**src/rtl/pal_line_inserter_if.sv**
```systemverilog
// pal_line_inserter_if: VDG sync inputs and padding-window outputs of the
// PAL line inserter.
//   nHS, nFS   VDG horizontal / field sync (active low, asynchronous to Clk)
//   Line24     high while a padding window is open
//   VClkPulse  one-Clk pulse at the end of each synthetic line
//   nHSOut     composite-side horizontal sync
//   PadCount   synthetic lines completed in the current window
//   Overlap    sticky: field sync arrived while the top window was open
interface pal_line_inserter_if;
    logic       nHS;
    logic       nFS;
    logic       Line24;
    logic       VClkPulse;
    logic       nHSOut;
    logic [4:0] PadCount;
    logic       Overlap;

    // master: VDG / interposer side; slave: the inserter itself
    modport master (
        output nHS, nFS,
        input  Line24, VClkPulse, nHSOut, PadCount, Overlap
    );
    modport slave (
        input  nHS, nFS,
        output Line24, VClkPulse, nHSOut, PadCount, Overlap
    );
endinterface

```
**src/rtl/pal_line_inserter.sv**
```systemverilog
// pal_line_inserter: stretches a 262-line VDG field to PAL 312-line timing by
// opening two windows of PAD_LINES synthetic lines per field: one at the
// bottom, triggered by the nFS falling edge, and one at the top, opened
// TOP_DELAY nHS falling edges after nFS rises. Inside a window it drives
// Line24, a synthetic nHSOut, and one VClkPulse per synthetic line.
// Ports:
//   Clk    system clock, rising edge
//   Reset  synchronous, active-high
//   bus    pal_line_inserter_if.slave (nHS/nFS in, window outputs out)
module pal_line_inserter #(
    parameter int unsigned LINE_CLKS = 912,
    parameter int unsigned HS_CLKS   = 67,
    parameter int unsigned PAD_LINES = 25,
    parameter int unsigned TOP_DELAY = 8
) (
    input  logic               Clk,
    input  logic               Reset,
    pal_line_inserter_if.slave bus
);

    localparam int unsigned CNT_W = 12;
    localparam int unsigned PAD_W = 5;
    localparam int unsigned DLY_W = 8;

    localparam logic [CNT_W-1:0] LAST_CLK = CNT_W'(LINE_CLKS - 1);
    localparam logic [CNT_W-1:0] HS_END   = CNT_W'(HS_CLKS);
    localparam logic [PAD_W-1:0] PAD_LAST = PAD_W'(PAD_LINES);
    localparam logic [DLY_W-1:0] DLY_LAST = DLY_W'(TOP_DELAY - 1);

    typedef enum logic [1:0] {
        ACTIVE   = 2'd0,
        BOT_PAD  = 2'd1,
        WAIT_TOP = 2'd2,
        TOP_PAD  = 2'd3
    } state_e;

    logic             nhs_s1_q, nhs_s2_q, nhs_h_q;
    logic             nfs_s1_q, nfs_s2_q, nfs_h_q;

    state_e           state_q,     state_d;
    logic [CNT_W-1:0] line_cnt_q,  line_cnt_d;
    logic [PAD_W-1:0] pad_cnt_q,   pad_cnt_d;
    logic [DLY_W-1:0] dly_cnt_q,   dly_cnt_d;
    logic             rise_seen_q, rise_seen_d;
    logic             line24_q,    line24_d;
    logic             vclk_q,      vclk_d;
    logic             nhs_out_q,   nhs_out_d;
    logic             overlap_q,   overlap_d;

    logic             hs_fall_c;
    logic             fs_fall_c;
    logic             fs_rise_c;
    logic             in_pad_c;

    // Two-flop synchronisers plus a history flop; idle level of both syncs is high
    always_ff @(posedge Clk) begin
        if (Reset) begin
            nhs_s1_q <= 1'b1;
            nhs_s2_q <= 1'b1;
            nhs_h_q  <= 1'b1;
            nfs_s1_q <= 1'b1;
            nfs_s2_q <= 1'b1;
            nfs_h_q  <= 1'b1;
        end else begin
            nhs_s1_q <= bus.nHS;
            nhs_s2_q <= nhs_s1_q;
            nhs_h_q  <= nhs_s2_q;
            nfs_s1_q <= bus.nFS;
            nfs_s2_q <= nfs_s1_q;
            nfs_h_q  <= nfs_s2_q;
        end
    end

    assign hs_fall_c = nhs_h_q & ~nhs_s2_q;
    assign fs_fall_c = nfs_h_q & ~nfs_s2_q;
    assign fs_rise_c = ~nfs_h_q & nfs_s2_q;

    // State and registered outputs
    always_ff @(posedge Clk) begin
        if (Reset) begin
            state_q     <= ACTIVE;
            line_cnt_q  <= '0;
            pad_cnt_q   <= '0;
            dly_cnt_q   <= '0;
            rise_seen_q <= 1'b0;
            line24_q    <= 1'b0;
            vclk_q      <= 1'b0;
            nhs_out_q   <= 1'b1;
            overlap_q   <= 1'b0;
        end else begin
            state_q     <= state_d;
            line_cnt_q  <= line_cnt_d;
            pad_cnt_q   <= pad_cnt_d;
            dly_cnt_q   <= dly_cnt_d;
            rise_seen_q <= rise_seen_d;
            line24_q    <= line24_d;
            vclk_q      <= vclk_d;
            nhs_out_q   <= nhs_out_d;
            overlap_q   <= overlap_d;
        end
    end

    // Next state; outputs are derived from the next-state counter values so the
    // registered Line24/nHSOut/VClkPulse line up with the line counter itself.
    always_comb begin
        state_d     = state_q;
        line_cnt_d  = line_cnt_q;
        pad_cnt_d   = pad_cnt_q;
        dly_cnt_d   = dly_cnt_q;
        rise_seen_d = rise_seen_q;
        overlap_d   = overlap_q;
        line24_d    = 1'b0;
        vclk_d      = 1'b0;
        nhs_out_d   = nhs_s2_q;
        in_pad_c    = 1'b0;

        case (state_q)
            ACTIVE: begin
                if (fs_fall_c) begin
                    state_d    = BOT_PAD;
                    line_cnt_d = '0;
                    pad_cnt_d  = '0;
                end
            end

            BOT_PAD, TOP_PAD: begin
                if ((state_q == TOP_PAD) && fs_fall_c) begin
                    // New field arrived before the top window finished: restart as bottom window
                    overlap_d  = 1'b1;
                    state_d    = BOT_PAD;
                    line_cnt_d = '0;
                    pad_cnt_d  = '0;
                end else if (line_cnt_q == LAST_CLK) begin
                    line_cnt_d = '0;
                    if (pad_cnt_q >= PAD_LAST) begin
                        state_d     = (state_q == BOT_PAD) ? WAIT_TOP : ACTIVE;
                        dly_cnt_d   = '0;
                        rise_seen_d = 1'b0;
                    end
                end else begin
                    line_cnt_d = line_cnt_q + CNT_W'(1);
                end
            end

            WAIT_TOP: begin
                if (fs_fall_c) begin
                    state_d    = BOT_PAD;
                    line_cnt_d = '0;
                    pad_cnt_d  = '0;
                end else if (fs_rise_c) begin
                    dly_cnt_d   = '0;
                    rise_seen_d = 1'b1;
                end else if (hs_fall_c && rise_seen_q) begin
                    dly_cnt_d = dly_cnt_q + DLY_W'(1);
                    if (dly_cnt_q == DLY_LAST) begin
                        state_d    = TOP_PAD;
                        line_cnt_d = '0;
                        pad_cnt_d  = '0;
                    end
                end
            end

            default: begin
                state_d = ACTIVE;
            end
        endcase

        in_pad_c = (state_d == BOT_PAD) || (state_d == TOP_PAD);

        // Synthetic line timebase inside a window
        if (in_pad_c) begin
            line24_d  = 1'b1;
            nhs_out_d = (line_cnt_d >= HS_END);
            if (line_cnt_d == LAST_CLK) begin
                vclk_d = 1'b1;
                if (pad_cnt_d < PAD_LAST) begin
                    pad_cnt_d = pad_cnt_d + PAD_W'(1);
                end
            end
        end
    end

    assign bus.Line24    = line24_q;
    assign bus.VClkPulse = vclk_q;
    assign bus.nHSOut    = nhs_out_q;
    assign bus.PadCount  = pad_cnt_q;
    assign bus.Overlap   = overlap_q;

endmodule

```
**src/flat_wrapper.sv**
```systemverilog
// flat-port wrapper written by rule: the top's interface ports become plain ports
module pal_line_inserter_flat 
#(
    parameter int unsigned LINE_CLKS = 912,
    parameter int unsigned HS_CLKS   = 67,
    parameter int unsigned PAD_LINES = 25,
    parameter int unsigned TOP_DELAY = 8
)
  (Clk, Reset, bus_nHS, bus_nFS, bus_Line24, bus_VClkPulse, bus_nHSOut, bus_PadCount, bus_Overlap);
  pal_line_inserter_if bus_i ();
  input  logic Clk;
  input  logic Reset;
  input wire logic [$bits(bus_i.nHS)-1:0] bus_nHS;
  input wire logic [$bits(bus_i.nFS)-1:0] bus_nFS;
  output wire logic [$bits(bus_i.Line24)-1:0] bus_Line24;
  output wire logic [$bits(bus_i.VClkPulse)-1:0] bus_VClkPulse;
  output wire logic [$bits(bus_i.nHSOut)-1:0] bus_nHSOut;
  output wire logic [$bits(bus_i.PadCount)-1:0] bus_PadCount;
  output wire logic [$bits(bus_i.Overlap)-1:0] bus_Overlap;
  assign bus_i.nHS = bus_nHS;
  assign bus_i.nFS = bus_nFS;
  assign bus_Line24 = bus_i.Line24;
  assign bus_VClkPulse = bus_i.VClkPulse;
  assign bus_nHSOut = bus_i.nHSOut;
  assign bus_PadCount = bus_i.PadCount;
  assign bus_Overlap = bus_i.Overlap;
  pal_line_inserter #(.LINE_CLKS(LINE_CLKS), .HS_CLKS(HS_CLKS), .PAD_LINES(PAD_LINES), .TOP_DELAY(TOP_DELAY)) u_core (.Clk(Clk), .Reset(Reset), .bus(bus_i));
endmodule
```
**config.mk**
```make
export PLATFORM = sky130hd
export DESIGN_NAME = pal_line_inserter_flat
export DESIGN_NICKNAME = d
export VERILOG_FILES = /design/src/rtl/pal_line_inserter_if.sv /design/src/rtl/pal_line_inserter.sv /design/src/flat_wrapper.sv
export SDC_FILE = /design/constraint.sdc
export NUM_CORES = 1
export LEC_CHECK = 0
export CORE_MARGIN = 10
export CORE_UTILIZATION = 53
export DETAILED_ROUTE_END_ITERATION = 12
export GPL_ROUTABILITY_DRIVEN = 0
export HOLD_SLACK_MARGIN = 0.15
export PLACE_DENSITY = 0.76
export SLEW_MARGIN = 15
export SYNTH_ARGS = -nofsm -noshare
export SYNTH_HDL_FRONTEND = slang
export SYNTH_SLANG_ARGS = --single-unit
```
**constraint.sdc**
```tcl
create_clock -name Clk -period 2.2 [get_ports Clk]
set_input_delay 0.55 -clock Clk [delete_from_list [all_inputs] [get_ports Clk]]
set_output_delay 0.55 -clock Clk [all_outputs]
set_load 0.1 [all_outputs]
```
# Yosys cells after proc, flatten, opt, wreduce, memory -nomap -nowiden
# Cells that the tools add are included.
# totals
register_bits	38
inputBits	4
word_cells	96
# op_classes
addsub	3
magnitude_cmp	3
n_eq_ne	14
n_mux	44
bitwise_logic	7
reduce_logical	10
# op_table
op	n
2-to-1 mux 12 bit	7
2-to-1 mux 8 bit	6
2-to-1 mux 5 bit	9
one-hot mux 12 bit (3 select lines)	1
equality test 12 x 10 -> 1 bit, second input constant	2
2-to-1 mux 2 bit	9
one-hot mux 8 bit (2 select lines)	1
one-hot mux 5 bit (3 select lines)	1
adder 12 x 1 -> 12 bit, second input constant	1
greater-or-equal comparator 12 x 7 -> 1 bit, second input constant	1
AND reduction 6 bit	2
adder 8 x 1 -> 8 bit, second input constant	1
equality test 8 x 3 -> 1 bit, second input constant	1
2-to-1 mux 1 bit	8
equality test 2 bit, second input constant	3
inequality test 2 x 1 -> 1 bit, second input constant	3
one-hot mux 2 bit (3 select lines)	1
adder 5 x 1 -> 5 bit, second input constant	1
greater-or-equal comparator 5 bit, second input constant	1
< comparator 5 bit, second input constant	1
equality test 2 x 1 -> 1 bit, second input constant	2
inequality test 2 bit, second input constant	2
inverter 1 bit	4
OR reduction 2 bit	2
other kinds (8)	11

# Depth between registers and ports, before layout
# Gate-level depths: netlist of run 1.
# depth
depth_word	11
ltp_mapped	10
depth_no_buf	10

# Least setup slack after synthesis of run 1
# No wires, ideal clock.
# synth_path
path_type	reg-to-reg
from	register u_core.pad_cnt_q[3] (netlist: u_core.bus.PadCount[3])
to	register u_core.dly_cnt_q[7]
setup_ns	0.122
t_arrival_ns	2.173
t_required_ns	2.078
path_slack_ns	-0.094
path_stages_with_launch	7
path_buffers	0
period_less_slack_ns	2.294
path_cell_list	dfxtp_1 > o311a_1 > nand3_1 > a22oi_2 > nand4_1 > xor2_1 > nor2_1
# synth_between
elab_chain_len	3
# synth_rtl
item	line_no	rtl
start, declared	pal_line_inserter.sv:42	logic [PAD_W-1:0] pad_cnt_q, pad_cnt_d;
start signal, assigned	pal_line_inserter.sv:93	pad_cnt_q <= pad_cnt_d;
greater-or-equal comparator 5 bit	pal_line_inserter.sv:135	if (pad_cnt_q >= PAD_LAST) begin
inequality test 2 x 1 -> 1 bit (no source line)	-	
AND reduction 6 bit (no source line)	-	
end signal, assigned	pal_line_inserter.sv:94	dly_cnt_q <= dly_cnt_d;
end, declared	pal_line_inserter.sv:43	logic [DLY_W-1:0] dly_cnt_q, dly_cnt_d;
# Every way passes these cells.
# A chain may end at the register's enable or synchronous reset.

# Worst setup path in the final report of run 1
# layout_path
from	register u_core.line_cnt_q[5]
to	register u_core.nhs_out_q (netlist: u_core.bus.nHSOut)
# layout_between
elab_chain_len	7
elab_cells_between_ends	18
classes_between	1 x add/sub; 1 x order compare; 3 x eq/ne; 12 x mux; 1 x reduce/logical
# layout_rtl
item	line_no	rtl
start, declared	pal_line_inserter.sv:41	logic [CNT_W-1:0] line_cnt_q, line_cnt_d;
start signal, assigned	pal_line_inserter.sv:92	line_cnt_q <= line_cnt_d;
branches (longest 6 deep; another with adder 12 x 1 -> 12 bit)	-	
2-to-1 mux 1 bit *	pal_line_inserter.sv:171	if (in_pad_c) begin
end signal, assigned	pal_line_inserter.sv:98	nhs_out_q <= nhs_out_d;
end, declared	pal_line_inserter.sv:47	logic nhs_out_q, nhs_out_d;
# Mark *: on every way between the ends.

==> summary.md, run 1 <==
| Metric | Value |
|---|---|
| Outcome | complete, but fails checks |
| Failing checks | setup timing |
| Sinks on Clock Net | 38 |
| Worst min path class | flop to flop |
| Leak Pwr | 1.234 nW |
| GRT overflow | 0 |
| FFs w/ async S/R, synth | 0% |
| Crit share post-route | 105.6% |
| Drt first pass iters | 5 |
| Slew Limit Fails | 0 |
| Root buf cell | clkbuf_8 |
| CTS Buffer Depth | 2 |
| Final nets | 330 |
| Detailed Route Iter0 Violations | 320 |
| Finished Core Util | 81.78% |
| Relative slew slack | 74.97% |
| Post-synth EDFFs | 0 |
| Pwr dens | 455.0 mW/mm2 |
| Detail Placement HPWL | 4.292 mm |
| Layout area overhead | 46.15% |
| Ports | 13 |
| Yosys warnings | 0 |
| Hold_ws | 0.4279 ns |
| Initial Utilization | 55.96% |
| Share of layout cells above drive strength 1 | 46.30% |
| Drc violations | 0 |
| Cell Rows | 22 |
| Vert. Die Dim | 82.64 um |
| Worst EP arrival | 2.51 ns |
| Post-layout worst setup margin | -0.1223 ns |
| Syn Nets | 254 |
| Vias in the first global route | 2,122 |
| Pin count of the biggest net entering global routing | 20 |
| Mapped Cells | 247 |
| Routed Antenna Nets | 0 |
| Pre-CTS WS | -0.1372 ns |
| Total detailed-routing wirelength | 7.239 mm |
| Max cap viols | 0 |
| Sequential area share after synthesis | 36.58% |
| Worst-margin pin slew | 0.3754 ns |
| CP Capture Type | flop |
| CP Class | flop to flop |
| RSZ-0062 raised after global routing | yes |
| First-pass GRT wire length | 10.19 mm |
| Ant diodes | 0 |
| Vias | 2,391 |
| Endpoints failing setup | 5 |
| Fin Clk Skew | 0.002822 ns |
| Skew-Pair Late Insertion Delay | 0.30 ns |
| GRT Resource Usage Total | 18.90% |
| Synthesized cell area | 0.002079 mm2 |
| H-tree depth | 2 |
| CP Launch Type | flop |
| #FFs+latches synth | 38 |
| Minimum clock period | 2.322 ns |
| Synth unique cells | 65 |
| Ys flop type | dfxtp_1 |
| Final setup TNS | -0.3676 ns |
| Die Span X | 82.64 um |
| Num CTS Buffers | 5 |
| Avg WL per Cell | 19.46 um |
| Port bufs | 12 |
| Antenna violations before repair | 0 |
| CORE AREA | 0.003716 mm2 |
| CTS tree | built |
| Hold buffer count at CTS | 0 |
| WP data required | 2.39 ns |
| DR vias/cell | 6.427 |
| Die area | 0.006829 mm2 |
| Final Hold Vio Count | 0 |
| Synthesized area per cell | 8.419 um2 |
| Clock-pin slew on the worst setup and hold paths | 0.08 ns |
| Fmax achieved | 430.6 MHz |
| CP max FO | 3 |
| Peak VDD IR | 0.4382 mV |
-- metrics by stage --
stage | total power, mW | instances | area (um2)
floorplan | 0.7949 | 247 | 2086
global route | 1.428 | 372 | 3039
detailed placement | 0.8500 | 356 | 2641
finish | 1.383 | 372 | 3039
global placement | 0.8473 | 356 | 2641
CTS | 1.350 | 366 | 2805
-- cells in the mapped netlist, types with 3 or more instances --
| cell | number | area [um2] |
|---|---|---|
| buf_2 | 4 | 20.02 |
| or3_1 | 3 | 18.77 |
| a211oi_1 | 4 | 30.03 |
| nand2_1 | 12 | 45.04 |
| a31oi_1 | 4 | 25.02 |
| dfxtp_1 | 38 | 760.7 |
| ha_1 | 3 | 37.54 |
| clkbuf_1 | 4 | 15.01 |
| and3_1 | 7 | 43.79 |
| nor3_1 | 8 | 40.04 |
| nor4_1 | 3 | 18.77 |
| nor2_1 | 29 | 108.9 |
| o21ai_0 | 12 | 60.06 |
| nand3_1 | 8 | 40.04 |
| xor2_1 | 7 | 61.31 |
| or2_2 | 8 | 50.05 |
| a21oi_1 | 19 | 95.09 |
| inv_1 | 7 | 26.28 |
| nand4_1 | 9 | 56.30 |
-- path summary, 6_finish.rpt --
check / startpoint / to / slack (ns) / cells past startpoint
worst max-delay path: u_core.line_cnt_q[5] / u_core.bus.nHSOut / -0.12 / 6
worst min-delay path: u_core.nfs_s1_q / u_core.nfs_s2_q / 0.43 / 1
worst max register to register: u_core.line_cnt_q[5] / u_core.bus.nHSOut / -0.12 / 6
worst min register to register: u_core.nfs_s1_q / u_core.nfs_s2_q / 0.43 / 1
-- layout make-up --
cell class | instances | area (um2)
multi-input cells | 192 | 1456
flip-flops and latches | 38 | 777.0
fillers | 207 | 676.9
repair buffers | 79 | 628.1
clock buffers | 7 | 86.33
well taps | 48 | 60.06
inverters | 7 | 26.28
clock inverters | 1 | 5.005
-- flip-flops by register name, indices dropped and copies added (netlist names) --
signal and count:
u_core.bus.Line24 1, u_core.nfs_s2_q 1, u_core.nfs_s1_q 1, u_core.bus.PadCount 5
u_core.rise_seen_q 1, u_core.bus.nHSOut 1, u_core.line_cnt_q 12, u_core.nhs_s2_q 1
u_core.nhs_h_q 1, u_core.state_q 2, u_core.bus.Overlap 1, u_core.bus.VClkPulse 1
u_core.nfs_h_q 1, u_core.nhs_s1_q 1, u_core.dly_cnt_q 8
-- logic make-up after synthesis --
family | after synthesis | synth area share (%)
AO/OA/AOI/OAI | 70 | 23.59
XOR/XNOR | 9 | 3.791
adder cells (fa/ha/maj) | 4 | 2.287
buffers and inverters | 17 | 4.031
flip-flops | 38 | 36.58
multiplexers | 4 | 2.046
AND/OR/NAND/NOR | 105 | 27.68
-- metal layers --
metal | GRT usage (%) | share of wire [%]
met1 | 24.21 | 40
met2 | 30.02 | 46
met3 | 3.780 | 8.6
met4 | 8.194 | 5.2
met5 | 0 | 0
-- repair_timing --
| action | in CTS | in global routing |
|---|---|---|
| setup endpoints to repair | 6 | 7 |
| setup buffers | 3 | 6 |
| cloned | 0 | 0 |
| resized for setup | 13 | 43 |
| pin swaps | 5 | 12 |
| hold endpoints to repair | 0 | 0 |
-- worst max-delay path, cell delays in order, from the launching register on --
cell and delay [ns]:
dfxtp_2 0.33, or4_4 0.57, or3_4 0.40, a31oi_4 0.25
o21bai_4 0.17, a41oi_2 0.15, o32a_1 0.35
-- where the power goes --
part           switching (mW)  total (mW)  leakage, nW  internal, mW
registers             0.00361       0.698        0.314         0.695
clock network           0.261       0.514       0.0482         0.253
logic                   0.102       0.170        0.872        0.0684
total                   0.366        1.38         1.23          1.02
-- layout by cell type, fill, tap and decap left out, types with 5 or more instances in the layout --
cell	n
dfxtp_1	27
buf_4	71
nand2_1	11
dfxtp_2	10
nor3_1	7
clkbuf_8	6
inv_1	7
or2_2	7
and3_1	6
nand3_1	7
nor2_1	24
o21ai_0	9
nand4_1	9
a21oi_1	16
nor2_2	5
xor2_1	7
No activity file was read; power rests on OpenSTA's default activity.
==> run 2, diff against run 1 <==
ABC_CLOCK_PERIOD_IN_PS = 2200   (was not set)
SLEW_MARGIN = 10   (was 15)
==> results of run 2 <==
The final DEF is identical to that of run 1; final timing and power are the same.
==> run 3, diff against run 2 <==
ABC_CLOCK_PERIOD_IN_PS = 2900   (was 2200)
CORE_UTILIZATION = 57   (was 53)
PLACE_DENSITY = 0.78   (was 0.76)
clock period = 2.9 ns   (was 2.2 ns; I/O delays follow)
==> summary.md, run 3 (synthesis gave the netlist of run 1 again) <==
| Metric | Value |
|---|---|
| Outcome | finished, final reports clean |
| Fmax achieved | 385.6 MHz |
| Worst-margin pin slew | 0.7799 ns |
| Detailed Route Iter0 Violations | 156 |
| Worst hold path endpoint | u_core.nhs_s2_q |
| CP Launch Type | flop |
| Fin Clk Skew | 0.004545 ns |
| Relative slew slack | 48.01% |
| Worst min path class | flop to flop |
| Commonest non-fill, non-tap cells in the layout | 38 x dfxtp_1, 29 x nor2_1, 19 x a21oi_1, 12 x nand2_1, 12 x o21ai_0 |
| Vias | 1,828 |
| CTS tree | built |
| Final nets | 265 |
| Total detailed-routing wirelength | 4.629 mm |
| Detail Placement HPWL | 3.296 mm |
| First-pass GRT wire length | 7.672 mm |
| Hold_ws | 0.4167 ns |
| Num CTS Buffers | 5 |
| DR vias/cell | 5.993 |
| Worst path slowest cell | a21oi_2 |
| Reg2reg end | u_core.bus.PadCount[3] |
| Max cap viols | 0 |
| Die area | 0.006464 mm2 |
| Most common cell after layout, fill and taps aside | dfxtp_1 |
| Port bufs | 12 |
| CP peak stage delay | 0.63 ns |
| Clock-pin slew on the worst setup and hold paths | 0.07 ns |
| Initial Utilization | 60.41% |
| Vias in the first global route | 1,602 |
| Root buf cell | clkbuf_8 |
| Crit share post-route | 89.43% |
| CP Cell Sequence | ha_1, and4b_1, a41o_1, a21oi_2, a21oi_1, o2111a_2, a31o_1, o211a_1 |
| Internal reg-to-reg setup slack | 0.31 ns |
| Top sig layer | met4 |
| Drc violations | 0 |
| Biggest register | u_core.line_cnt_q |
| Slew Limit Fails | 0 |
| Layout area overhead | 9.807% |
| Final Hold Vio Count | 0 |
| Die Span X | 80.40 um |
| Pre-CTS WS | 0.3503 ns |
| WL met2 | 2.007 mm |
| Cell Rows | 21 |
| RSZ-0062 raised after global routing | no |
| Peak VDD IR | 0.2967 mV |
| Final setup TNS | 0 ns |
| Met3 WL post-DR | 305 um |
| GRT Resource Usage Total | 14.70% |
| Drt first pass iters | 4 |
| Placed Area | 0.002192 mm2 |
| Post-layout worst setup margin | 0.3066 ns |
| Worst path bufs/invs | 0 |
| Vert. Die Dim | 80.40 um |
| Leak Pwr | 0.8829 nW |
| H-tree depth | 2 |
| Ports | 13 |
| Antenna violations before repair | 0 |
| WP data required | 3.08 ns |
| RR Startpoint | u_core.dly_cnt_q[0] |
| Sinks on Clock Net | 38 |
| Ant diodes | 0 |
| Routed Antenna Nets | 0 |
| Skew-Pair Late Insertion Delay | 0.29 ns |
| Design area | 0.002283 mm2 |
| R2R depth | 8 |
| Endpoints failing setup | 0 |
| CTS Buffer Depth | 2 |
| # Post-CTS Setup Buffers | 0 |
| Hold Path Depth | 1 |
| M1 WL | 2.284 mm |
| Minimum clock period | 2.593 ns |
| Worst Min Path Start | u_core.nhs_s1_q |
| CP max FO | 17 |
| Max reg flops | 12 |
| CP Capture Type | flop |
| CP Class | flop to flop |
| # resized after CTS | 0 |
| Pwr dens | 430.2 mW/mm2 |
| Avg WL per Cell | 15.18 um |
| Top delay family on crit path | compound AO/OA/AOI/OAI gates |
| Share of layout cells above drive strength 1 | 16.99% |
| Pin count of the biggest net entering global routing | 29 |
| Worst EP arrival | 2.78 ns |
| GRT overflow | 0 |
| Hold buffer count at CTS | 0 |
| CORE AREA | 0.003442 mm2 |
==> run 3: layout make-up <==
type                            instances  area, um2
Multi-Input combinational cell        192       1235
Inverter                                7      26.28
Timing Repair Buffer                   14      112.6
Fill cell                             304       1159
Sequential cell                        38      760.7
Tap cell                               46      57.56
Clock buffer                            7      86.33
Clock inverter                          1      5.005
==> run 3: how the worst max path moves through the flow <==
stage / startpoint / end / slack [ns] / cells past startpoint
global route: u_core.dly_cnt_q[0] / u_core.bus.PadCount[4] / 0.10 / 8
global placement: u_core.dly_cnt_q[0] / u_core.bus.PadCount[4] / 0.39 / 8
floorplan: u_core.bus.PadCount[3] / u_core.dly_cnt_q[7] / 0.61 / 6
finish: u_core.dly_cnt_q[0] / u_core.bus.PadCount[3] / 0.31 / 8
CTS: u_core.dly_cnt_q[0] / u_core.bus.PadCount[3] / 0.33 / 8
detailed placement: u_core.dly_cnt_q[0] / u_core.bus.PadCount[0] / 0.35 / 8
==> run 3: per-stage QoR <==
step                power (mW)  std cells  utilization, %
floorplan               0.6031        247               -
global placement        0.6209        297           63.69
detailed placement      0.6211        297           63.69
CTS                     0.9903        305           66.34
global route             1.024        305           66.34
finish                  0.9823        305           66.34
==> run 3: routing by layer <==
layer  GRT usage, %  up-vias
li1               -      938
met1          20.10      836
met2          20.86       49
met3          4.677        5
met4          5.282        0
met5              0        -
==> run 3: report_power, final <==
group	internal, mW	total (mW)	switching, mW	leakage [nW]
Clock	0.192	0.372	0.181	0.0482
Sequential	0.528	0.533	0.00451	0.308
Combinational	0.0242	0.0772	0.0530	0.527
